<file path="src/rtl/sar_seq_pkg.sv">
// Shared types and constants for the SAR phase sequence generator.
// SAR_SEQGEN_DEADTIME_EN adds the GAP state between strobe phases.
package sar_seq_pkg;

    localparam int unsigned NBITS_DEF = 8;
    localparam int unsigned LW_DEF    = 8;

    localparam logic [1:0] PH_INIT   = 2'd0;
    localparam logic [1:0] PH_SAMP   = 2'd1;
    localparam logic [1:0] PH_COMP   = 2'd2;
    localparam logic [1:0] PH_UPDATE = 2'd3;

    typedef enum logic [2:0] {
        ST_IDLE   = 3'd0,
        ST_INIT   = 3'd1,
        ST_SAMP   = 3'd2,
        ST_COMP   = 3'd3,
        ST_UPDATE = 3'd4,
        ST_DONE   = 3'd5
`ifdef SAR_SEQGEN_DEADTIME_EN
        ,
        ST_GAP    = 3'd6
`endif
    } seq_state_e;

    // Map a strobe state onto the index of its phase-length field.
    function automatic logic [1:0] phase_of(input seq_state_e s);
        case (s)
            ST_SAMP:   return PH_SAMP;
            ST_COMP:   return PH_COMP;
            ST_UPDATE: return PH_UPDATE;
            default:   return PH_INIT;
        endcase
    endfunction

endpackage

</file>
<file path="src/rtl/sar_seq_timer.sv">
// Loadable down-counter shared by all phases; zero_c flags phase end.
module sar_seq_timer #(
    parameter int unsigned LW = 8
) (
    input  logic          clk,
    input  logic          rst_n,
    input  logic          load,
    input  logic [LW-1:0] load_val,
    output logic          zero_c
);

    logic [LW-1:0] cnt_q;

    always_ff @(posedge clk or negedge rst_n) begin
        if (!rst_n) begin
            cnt_q <= '0;
        end else if (load) begin
            cnt_q <= load_val;
        end else if (cnt_q != '0) begin
            cnt_q <= cnt_q - LW'(1);
        end
    end

    assign zero_c = (cnt_q == '0);

endmodule

</file>
<file path="src/rtl/sar_seqgen.sv">
// SAR conversion timing generator: INIT, SAMP, NBITS x (COMP, UPDATE), DONE.
// Define SAR_SEQGEN_DEADTIME_EN to insert a one-cycle GAP between strobe phases.
module sar_seqgen
    import sar_seq_pkg::*;
#(
    parameter int unsigned NBITS = NBITS_DEF,
    parameter int unsigned LW    = LW_DEF,
    parameter int unsigned IW    = $clog2(NBITS)
) (
    input  logic          clk,
    input  logic          rst_n,
    input  logic          start,
    input  logic          cont,
    input  logic [LW-1:0] cfg_init_len,
    input  logic [LW-1:0] cfg_samp_len,
    input  logic [LW-1:0] cfg_comp_len,
    input  logic [LW-1:0] cfg_update_len,
    output logic          seq_init,
    output logic          seq_samp,
    output logic          seq_comp,
    output logic          seq_update,
    output logic [IW-1:0] bit_idx,
    output logic          busy,
    output logic          done
);

    localparam logic [IW-1:0] TOP_BIT = IW'(NBITS - 1);

    function automatic logic [LW-1:0] len_m1(input logic [LW-1:0] len);
        return (len == '0) ? '0 : len - LW'(1);
    endfunction

    seq_state_e           state_q, state_d, nxt_c;
    logic [IW-1:0]        bit_d;
    logic                 adv_c, latch_c, tmr_ld_c, tmr_zero_c;
    logic [LW-1:0]        tmr_val_c;
    logic [3:0][LW-1:0]   len_q, cfg_c;
    logic [1:0]           ph_c;
`ifdef SAR_SEQGEN_DEADTIME_EN
    seq_state_e           gap_nxt_q, gap_nxt_d;
    logic                 gap_dec_q, gap_dec_d;
`endif

    assign cfg_c = {cfg_update_len, cfg_comp_len, cfg_samp_len, cfg_init_len};

    // Next-state logic; adv_c requests a move to nxt_c (through GAP when enabled).
    always_comb begin
        state_d  = state_q;
        bit_d    = bit_idx;
        adv_c    = 1'b0;
        nxt_c    = ST_IDLE;
        latch_c  = 1'b0;
`ifdef SAR_SEQGEN_DEADTIME_EN
        gap_nxt_d = gap_nxt_q;
        gap_dec_d = gap_dec_q;
`endif
        case (state_q)
            ST_IDLE: begin
                if (start) begin
                    state_d = ST_INIT;
                    latch_c = 1'b1;
                    bit_d   = TOP_BIT;
                end
            end
            ST_INIT: begin
                adv_c = tmr_zero_c;
                nxt_c = ST_SAMP;
            end
            ST_SAMP: begin
                adv_c = tmr_zero_c;
                nxt_c = ST_COMP;
            end
            ST_COMP: begin
                adv_c = tmr_zero_c;
                nxt_c = ST_UPDATE;
            end
            ST_UPDATE: begin
                if (tmr_zero_c) begin
                    if (bit_idx == '0) begin
                        state_d = ST_DONE;
                    end else begin
                        adv_c = 1'b1;
                        nxt_c = ST_COMP;
`ifndef SAR_SEQGEN_DEADTIME_EN
                        bit_d = bit_idx - IW'(1);
`endif
                    end
                end
            end
            ST_DONE: begin
                if (cont) begin
                    state_d = ST_INIT;
                    latch_c = 1'b1;
                    bit_d   = TOP_BIT;
                end else begin
                    state_d = ST_IDLE;
                end
            end
`ifdef SAR_SEQGEN_DEADTIME_EN
            ST_GAP: begin
                state_d = gap_nxt_q;
                if (gap_dec_q) begin
                    bit_d = bit_idx - IW'(1);
                end
            end
`endif
            default: state_d = ST_IDLE;
        endcase

        if (adv_c) begin
`ifdef SAR_SEQGEN_DEADTIME_EN
            state_d   = ST_GAP;
            gap_nxt_d = nxt_c;
            gap_dec_d = (state_q == ST_UPDATE);
`else
            state_d   = nxt_c;
`endif
        end
    end

    // Timer reload on entry to any strobe phase; fresh cfg is used on the latching edge.
    always_comb begin
        ph_c      = phase_of(state_d);
        tmr_ld_c  = (state_d != state_q) &&
                    ((state_d == ST_INIT) || (state_d == ST_SAMP) ||
                     (state_d == ST_COMP) || (state_d == ST_UPDATE));
        tmr_val_c = len_m1(latch_c ? cfg_c[ph_c] : len_q[ph_c]);
    end

    sar_seq_timer #(.LW(LW)) u_timer (
        .clk      (clk),
        .rst_n    (rst_n),
        .load     (tmr_ld_c),
        .load_val (tmr_val_c),
        .zero_c   (tmr_zero_c)
    );

    always_ff @(posedge clk or negedge rst_n) begin
        if (!rst_n) begin
            len_q <= '0;
        end else if (latch_c) begin
            len_q <= cfg_c;
        end
    end

    // State register with outputs decoded from the next state.
    always_ff @(posedge clk or negedge rst_n) begin
        if (!rst_n) begin
            state_q    <= ST_IDLE;
            seq_init   <= 1'b0;
            seq_samp   <= 1'b0;
            seq_comp   <= 1'b0;
            seq_update <= 1'b0;
            busy       <= 1'b0;
            done       <= 1'b0;
            bit_idx    <= TOP_BIT;
        end else begin
            state_q    <= state_d;
            seq_init   <= (state_d == ST_INIT);
            seq_samp   <= (state_d == ST_SAMP);
            seq_comp   <= (state_d == ST_COMP);
            seq_update <= (state_d == ST_UPDATE);
            busy       <= (state_d != ST_IDLE);
            done       <= (state_d == ST_DONE);
            bit_idx    <= bit_d;
        end
    end

`ifdef SAR_SEQGEN_DEADTIME_EN
    always_ff @(posedge clk or negedge rst_n) begin
        if (!rst_n) begin
            gap_nxt_q <= ST_IDLE;
            gap_dec_q <= 1'b0;
        end else begin
            gap_nxt_q <= gap_nxt_d;
            gap_dec_q <= gap_dec_d;
        end
    end
`endif

endmodule

</file>
<file path="config.mk">
export PLATFORM = sky130hd
export DESIGN_NAME = sar_seqgen
export DESIGN_NICKNAME = d
export VERILOG_FILES = /design/src/rtl/sar_seq_pkg.sv /design/src/rtl/sar_seq_timer.sv /design/src/rtl/sar_seqgen.sv
export SDC_FILE = /design/constraint.sdc
export NUM_CORES = 1
export LEC_CHECK = 0
export BUFFER_PORTS_ARGS = -buffer_cell sky130_fd_sc_hd__buf_4
export CAP_MARGIN = 20
export CORE_MARGIN = 2
export CORE_UTILIZATION = 52
export DETAILED_ROUTE_END_ITERATION = 6
export PLACE_DENSITY = 0.72
export SLEW_MARGIN = 25
export SYNTH_ARGS = -nofsm -noshare
export SYNTH_HDL_FRONTEND = slang
export SYNTH_HIERARCHICAL = 1
export SYNTH_SLANG_ARGS = --single-unit
</file>
<file path="constraint.sdc">
create_clock -name clk -period 3.2 [get_ports clk]
set_input_delay 0.8 -clock clk [delete_from_list [all_inputs] [get_ports clk]]
set_output_delay 0.8 -clock clk [all_outputs]
set_load 0.02 [all_outputs]
</file>
==> results of run 1 <==
-- routing by layer --
layer	share of wire	vias up
met5	0	-
met4	0.014	0
met3	0.050	15
met2	0.49	112
met1	0.45	1425
li1	-	1430
-- through the flow --
stage               hold WS (ns)  std cells    util  worst slack (ns)  setup TNS [ns]
global route              0.5009        516  0.6893           -0.1260         -0.6046
global placement          0.4574        498  0.6350         0.0002949               0
floorplan                 0.4385        362       -          -0.01363        -0.02708
detailed placement        0.4633        498  0.6350          -0.05653         -0.3174
CTS                       0.4882        510  0.6600          0.005458               0
finish                    0.4845        516  0.6893           0.05799               0
-- registers in the layout, indices dropped and copies added (netlist names) --
register	flops
seq_update	1
state_q	3
seq_samp	1
len_q	32
bit_idx	3
seq_init	1
busy	1
u_timer/cnt_q	8
seq_comp	1
done	1
-- logic make-up (layout without fill, tap and decap cells) --
| family | Yosys count | after routing |
|---|---|---|
| AOI/OAI and AO/OA | 84 | 85 |
| xor gates and xnor gates | 5 | 5 |
| adders and majority gates | 5 | 5 |
| buffers and inverters | 34 | 111 |
| DFF | 52 | 52 |
| muxes | 7 | 7 |
| and+or+nand+nor | 175 | 176 |
-- worst min-delay path, cell delays in order, from the launching register on --
cell and delay, ns:
dfrtp_1 0.35, nand2_1 0.06, nand2_1 0.05
-- synth_stat cells (3+ instances only) --
| library cell | instances |
|---|---|
| clkbuf_1 | 5 |
| nand2b_1 | 6 |
| mux2i_1 | 6 |
| buf_6 | 4 |
| nand2_1 | 85 |
| o21ai_0 | 11 |
| a22o_1 | 3 |
| nand4_1 | 3 |
| buf_2 | 5 |
| nor3b_1 | 5 |
| nor2_1 | 35 |
| nor3_1 | 7 |
| ha_1 | 5 |
| or3_1 | 4 |
| a211oi_1 | 3 |
| o22ai_1 | 3 |
| a21oi_2 | 3 |
| inv_1 | 15 |
| a21o_1 | 4 |
| dfstp_2 | 3 |
| dfrtp_1 | 49 |
| nand3_1 | 6 |
| o21a_1 | 6 |
| o31ai_1 | 3 |
| a21oi_1 | 15 |
-- final cells by class --
type / instances / share of cell area
Multi-Input combinational cell: 278 / 0.4562
Clock inverter: 2 / 0.003679
Tap cell: 75 / 0.02299
Timing Repair Buffer: 88 / 0.1628
Clock buffer: 6 / 0.02023
Sequential cell: 52 / 0.3197
Inverter: 15 / 0.01441
-- power by group through the flow --
stage,clock (mW),combinational (mW),sequential [mW]
after floorplan,0,1.10,1.10
after global placement,0,1.58,1.11
after detailed placement,0,1.62,1.12
after CTS,0.411,1.68,1.11
after global routing,0.437,2.19,1.15
final,0.403,2.00,1.12
-- what timing repair did --
action	CTS	global route
pin swaps	5	20
endpoints found under the hold margin	0	0
setup buffers	3	5
endpoints found under the setup margin	8	8
gates resized for setup	6	29
gates cloned	1	1
hold buffers	0	0
-- path summary, 6_finish.rpt --
kind / from / endpoint
setup / recovery: u_timer/cnt_q[0] / u_timer/cnt_q[5]
hold / removal: len_q[12] / len_q[12]
setup reg to reg: u_timer/cnt_q[0] / u_timer/cnt_q[5]
hold reg to reg: len_q[12] / len_q[12]
max in group asynchronous: rst_n / done
min in group asynchronous: rst_n / seq_init
==> flow_metrics.tcl, run 1 <==
set metrics [dict create \
    status "finished clean" \
    vias 2982 \
    root_buffer "clkbuf_8" \
    crit_required_ns 3.39 \
    place_area_um2 3760 \
    maxSlewViolCount 0 \
    relSlewSlack 0.5569 \
    final_area_um2 4081 \
    muxShareOfSynthArea 0.02251 \
    min_period_ns 3.142 \
    cp_max_fo 7 \
    syn-num-nets 403 \
    worst-r2r-cell-count 17 \
    synthXorXnorAreaFrac 0.01619 \
    wl_per_cell_um 16.18 \
    rows 28 \
    grt_usage 0.2569 \
    max_cap_violations 0 \
    viasPerCell 5.779 \
    coreArea_um2 5921 \
    die_x_um 82.06 \
    cts_tree "yes" \
    clkSlewWorstSetupHoldPaths_ns 0.10 \
    seq_area_frac_synth 0.4119 \
    io_buffer_count 44 \
    synthAdderAreaFrac 0.01975 \
    finalWeightedCongestion 0.9111 \
    drive_above_1_share 0.3424 \
    num_antenna_cells 0 \
    worstPathArrival_ns 3.34 \
    crit_chain "inv_2, ha_4, or3b_4, nor2_4, and4bb_2, o21ai_2, a221oi_2, a32o_2, nor2_4, inv_4, ha_4, nand2b_4, nor4b_4, buf_6, a21oi_2, nor2_1, a221oi_1" \
    synth-simple-area-share 0.2721 \
    dp.final_hpwl_um 5735 \
    drt_iter0_markers 173 \
    combPwrFrac 0.567 \
    numCtsBuffers 5 \
    yosys-top-cells-area "dfrtp_1 (39%), nand2_1 (10%), nor2_1 (4.1%), dfstp_2 (2.5%), a21oi_1 (2.4%)" \
    finalHoldViolCount 0 \
    swShare 0.4109 \
    netSwitchingPower_mw 1.446 \
    clk_latency_ns 0.31 \
    dr.pass1.iters 5 \
    grt_max_degree 53 \
    critPathMaxStageDelay_ns 0.42 \
    worst_slew_pin_slew_ns 0.6647 \
    async_flop_share 1.000 \
    die_h_um 82.06 \
    power.total_mw 3.520 \
    htree_levels 2 \
    holdPathStages 2 \
    rrSetupSlack_ns 0.06 \
    synth_cell_types 78 \
    drtAntennaViolNets 0 \
    syn2layout_area_growth_pct 28.83 \
    synth_top_cell_by_area "dfrtp_1" \
    finalCritPeriodShare 0.9819 \
    synth_cells 362 \
    mostFrequentLayoutCells "buf_4 (87), nand2_1 (85), dfrtp_1 (49)" \
    cpMaxStageDelayCell "or3b_4" \
    cts_buffer_depth 2 \
    setup_violations 0 \
    end_kind "flip-flop" \
    num_io_pins 45 \
    seq_area_um2 1305 \
    fin_nets 481 \
    cp-start-kind "flip-flop" \
    grt_overflow 0 \
    grt_pass1_vias 2736 \
    avgSynthCellArea_um2 8.751 \
    multi_input_area_um2 1862 \
    cp.depth 17 \
    seqPwrFrac 0.318 \
    grt.met2_usage 0.4098 \
    routed_wl_um 8351 \
    mostFrequentLayoutCell "buf_4" \
    ys_warn_count 6 \
    remaining_drc_errors 0 \
    clkSinkCount 52 \
    min_path_type "flip-flop to flip-flop" \
    synth_area_um2 3168 \
    timing.critical_path.buf_inv 3 \
    antenna_found_initial 0 \
    rsz0062_at_grt "yes" \
    synth-seq-cells 52 \
    finClkSkew_ns 0.008175 \
    crit_family "simple AND/OR/NAND/NOR gates" \
    ir_drop_uv 423.3 \
    grt_pass1_wl_um 13280 \
    dieArea_um2 6733 \
    grt-busiest-layer "met2" \
    pwr_density_cell_nw_per_um2 862.5 \
    grt_use_met3 0.04286 \
    p_clk_frac 0.115 \
    fillCellCount 477 \
    p_leak_nw 1.913 \
    initial_utilization 0.5351 \
    crit_type "flip-flop to flip-flop" \
    synth_top_area_share 0.3870 \
    met1_usage 0.3573 \
    p_int_mw 2.074 \
    synth_top_family_by_area "simple AND/OR/NAND/NOR gates" \
    synth-compound-area-share 0.2026 \
    synth_flop_cell "dfrtp_1" \
    fmax_mhz 318.3 \
    synth_edf_count 0 \
]
No activity file was read; power rests on OpenSTA's default activity.
==> run 2: changes to the inputs <==
--- a/config.mk
+++ b/config.mk
@@ -10,6 +10,7 @@
 export CORE_MARGIN = 2
 export CORE_UTILIZATION = 52
 export DETAILED_ROUTE_END_ITERATION = 6
+export GPL_TIMING_DRIVEN = 0
 export PLACE_DENSITY = 0.72
 export SLEW_MARGIN = 25
 export SYNTH_ARGS = -nofsm -noshare
==> run 2 against run 1 <==
The run now ends with DRC, setup timing left. Count of clock-buffer cells in the layout stayed put. Critical path depth decreased by 1. First-iteration DRC count up 39%. Die area unchanged. Final area grew 2.9%. Routed wire length increased by 7.8%. Combinational power grew 5%. Worst hold slack improved by 0.0021 ns. Total power grew 3.0%. Via count up 2.6%. Sequential power about the same.
==> flow_metrics.tcl, run 2 (synthesis gave the netlist of run 1 again) <==
set metrics [dict create \
    status "finished, violations left" \
    violations "DRC, setup timing" \
    syn2layout_area_growth_pct 32.50 \
    fmax_mhz 294.4 \
    dp.final_hpwl_um 5754 \
    numCtsBuffers 5 \
    grt_pass1_wl_um 13800 \
    mostFrequentLayoutCells "nand2_1 (84), buf_4 (80), dfrtp_1 (47)" \
    crit_chain "or4_4, nor2_4, buf_8, nand3b_1, a21o_1, a221oi_2, a32o_2, nor2_2, inv_2, ha_4, nand2b_4, nor4b_4, buf_6, a21oi_1, nor2_1, a221oi_2" \
    setup_slack_ns -0.1972 \
    mostFrequentLayoutCell "nand2_1" \
    holdPathStages 2 \
    finalCritPeriodShare 1.062 \
    maxSlewViolCount 0 \
    place_area_um2 3627 \
    root_buffer "clkbuf_8" \
    largest_reg_flops 32 \
    critPathMaxStageDelay_ns 0.57 \
    worstPathArrival_ns 3.59 \
    remaining_drc_errors 3 \
    cp-start-kind "flip-flop" \
    viasPerCell 5.808 \
    drt_iter0_markers 240 \
    num_io_pins 45 \
    r2r-start "u_timer/cnt_q[4]" \
    cp_max_fo 7 \
    dr.pass1.iters 7 \
    rows 28 \
    cts_buffer_depth 2 \
    dieArea_um2 6733 \
    max_cap_violations 0 \
    clk_latency_ns 0.32 \
    cts_hold_buf 0 \
    setup_violations 8 \
    num_antenna_cells 0 \
    relSlewSlack 0.5615 \
    routed_wl_um 9006 \
    htree_levels 2 \
    finalWeightedCongestion 0.9344 \
    top_register "len_q" \
    grt_pass1_vias 2901 \
    reg_top3 "len_q x32, u_timer/cnt_q x8" \
    finClkSkew_ns 0.008135 \
    wl_per_cell_um 17.09 \
    min_to "len_q[22]" \
    grt_max_degree 53 \
    worst_slew_pin_slew_ns 0.6578 \
    final_area_um2 4198 \
    drtAntennaViolNets 0 \
    r2r-end "u_timer/cnt_q[5]" \
    clkSinkCount 52 \
    min_period_ns 3.397 \
    cpMaxStageDelayCell "or4_4" \
    clkSlewWorstSetupHoldPaths_ns 0.10 \
    fin_nets 492 \
    crit_required_ns 3.39 \
    rrSetupSlack_ns -0.20 \
    p_leak_nw 1.968 \
    coreArea_um2 5921 \
    finalHoldViolCount 0 \
    grt_overflow 0 \
    initial_utilization 0.5351 \
    io_buffer_count 44 \
    cts_tree "yes" \
    min_path_type "flip-flop to flip-flop" \
    pwr_density_cell_nw_per_um2 863.5 \
    vias 3061 \
    drive_above_1_share 0.3606 \
    power.total_mw 3.625 \
    grt_usage 0.2674 \
    die_x_um 82.06 \
    crit_type "flip-flop to flip-flop" \
    antenna_found_initial 0 \
    die_h_um 82.06 \
    rsz0062_at_grt "yes" \
    min_from "len_q[22]" \
    ir_drop_uv 429.6 \
    cp_common_cell "a221oi_2" \
    worst-r2r-cell-count 16 \
    end_kind "flip-flop" \
]
## run 2: timing repair
action	4_1_cts	5_1_grt
setup buffers	23	17
gates cloned	1	0
endpoints found under the setup margin	8	8
resized for setup	24	22
pin swaps	12	20
## run 2: area by class of cell
cell class,count,area [um2]
multi-input cells,276,1877
clock inverters,2,10.01
plain buffers,17,121.4
repair buffers,84,649.4
clock buffers,6,82.58
well taps,75,93.84
fillers,455,1723
flip-flops and latches,52,1308
inverters,15,56.30
## run 2: worst max path at each step
stage / startpoint / end / slack, ns / cells past startpoint
4_1_cts: u_timer/cnt_q[0] / u_timer/cnt_q[6] / -0.14 / 18
6_report: u_timer/cnt_q[4] / u_timer/cnt_q[5] / -0.20 / 16
3_3_place_gp: u_timer/cnt_q[0] / u_timer/cnt_q[5] / -0.44 / 15
2_1_floorplan: u_timer/cnt_q[0] / u_timer/cnt_q[3] / -0.01 / 18
5_1_grt: u_timer/cnt_q[4] / u_timer/cnt_q[5] / -0.31 / 16
3_5_place_dp: u_timer/cnt_q[0] / u_timer/cnt_q[5] / -0.48 / 18
## run 2: metal layers
metal  track usage  up-vias  share of wire
met5             0        -              0
met4       0.09167        0          0.027
met3       0.04286       24          0.062
met2        0.4398      129           0.49
met1        0.3576     1459           0.43
li1              -     1449              -
## run 2: power breakdown
part	total (mW)	switching (mW)	internal (mW)
clock network	0.400	0.227	0.173
registers	1.13	0.201	0.928
logic	2.10	1.08	1.01
total	3.62	1.51	2.11
## run 2: worst max-delay path: cells and delay by family, from the launching register on
kind,cells,cell delay (ns)
DFF,1,0.46
buffers and inverters,3,0.41
adders and majority gates,1,0.15
and+or+nand+nor,7,1.35
AOI/OAI and AO/OA,5,0.90
## run 2: stage by stage
step                  util  setup WS [ns]  hold slack (ns)   TNS, ns  cells
floorplan                -       -0.01363           0.4385  -0.02708    362
global placement    0.6126        -0.4444           0.4577    -3.264    481
detailed placement  0.6126        -0.4798           0.4658    -3.383    481
CTS                 0.6750        -0.1423           0.4888   -0.8130    512
global route        0.7090        -0.3074           0.5182    -1.977    527
finish              0.7090        -0.1972           0.4866    -1.106    527
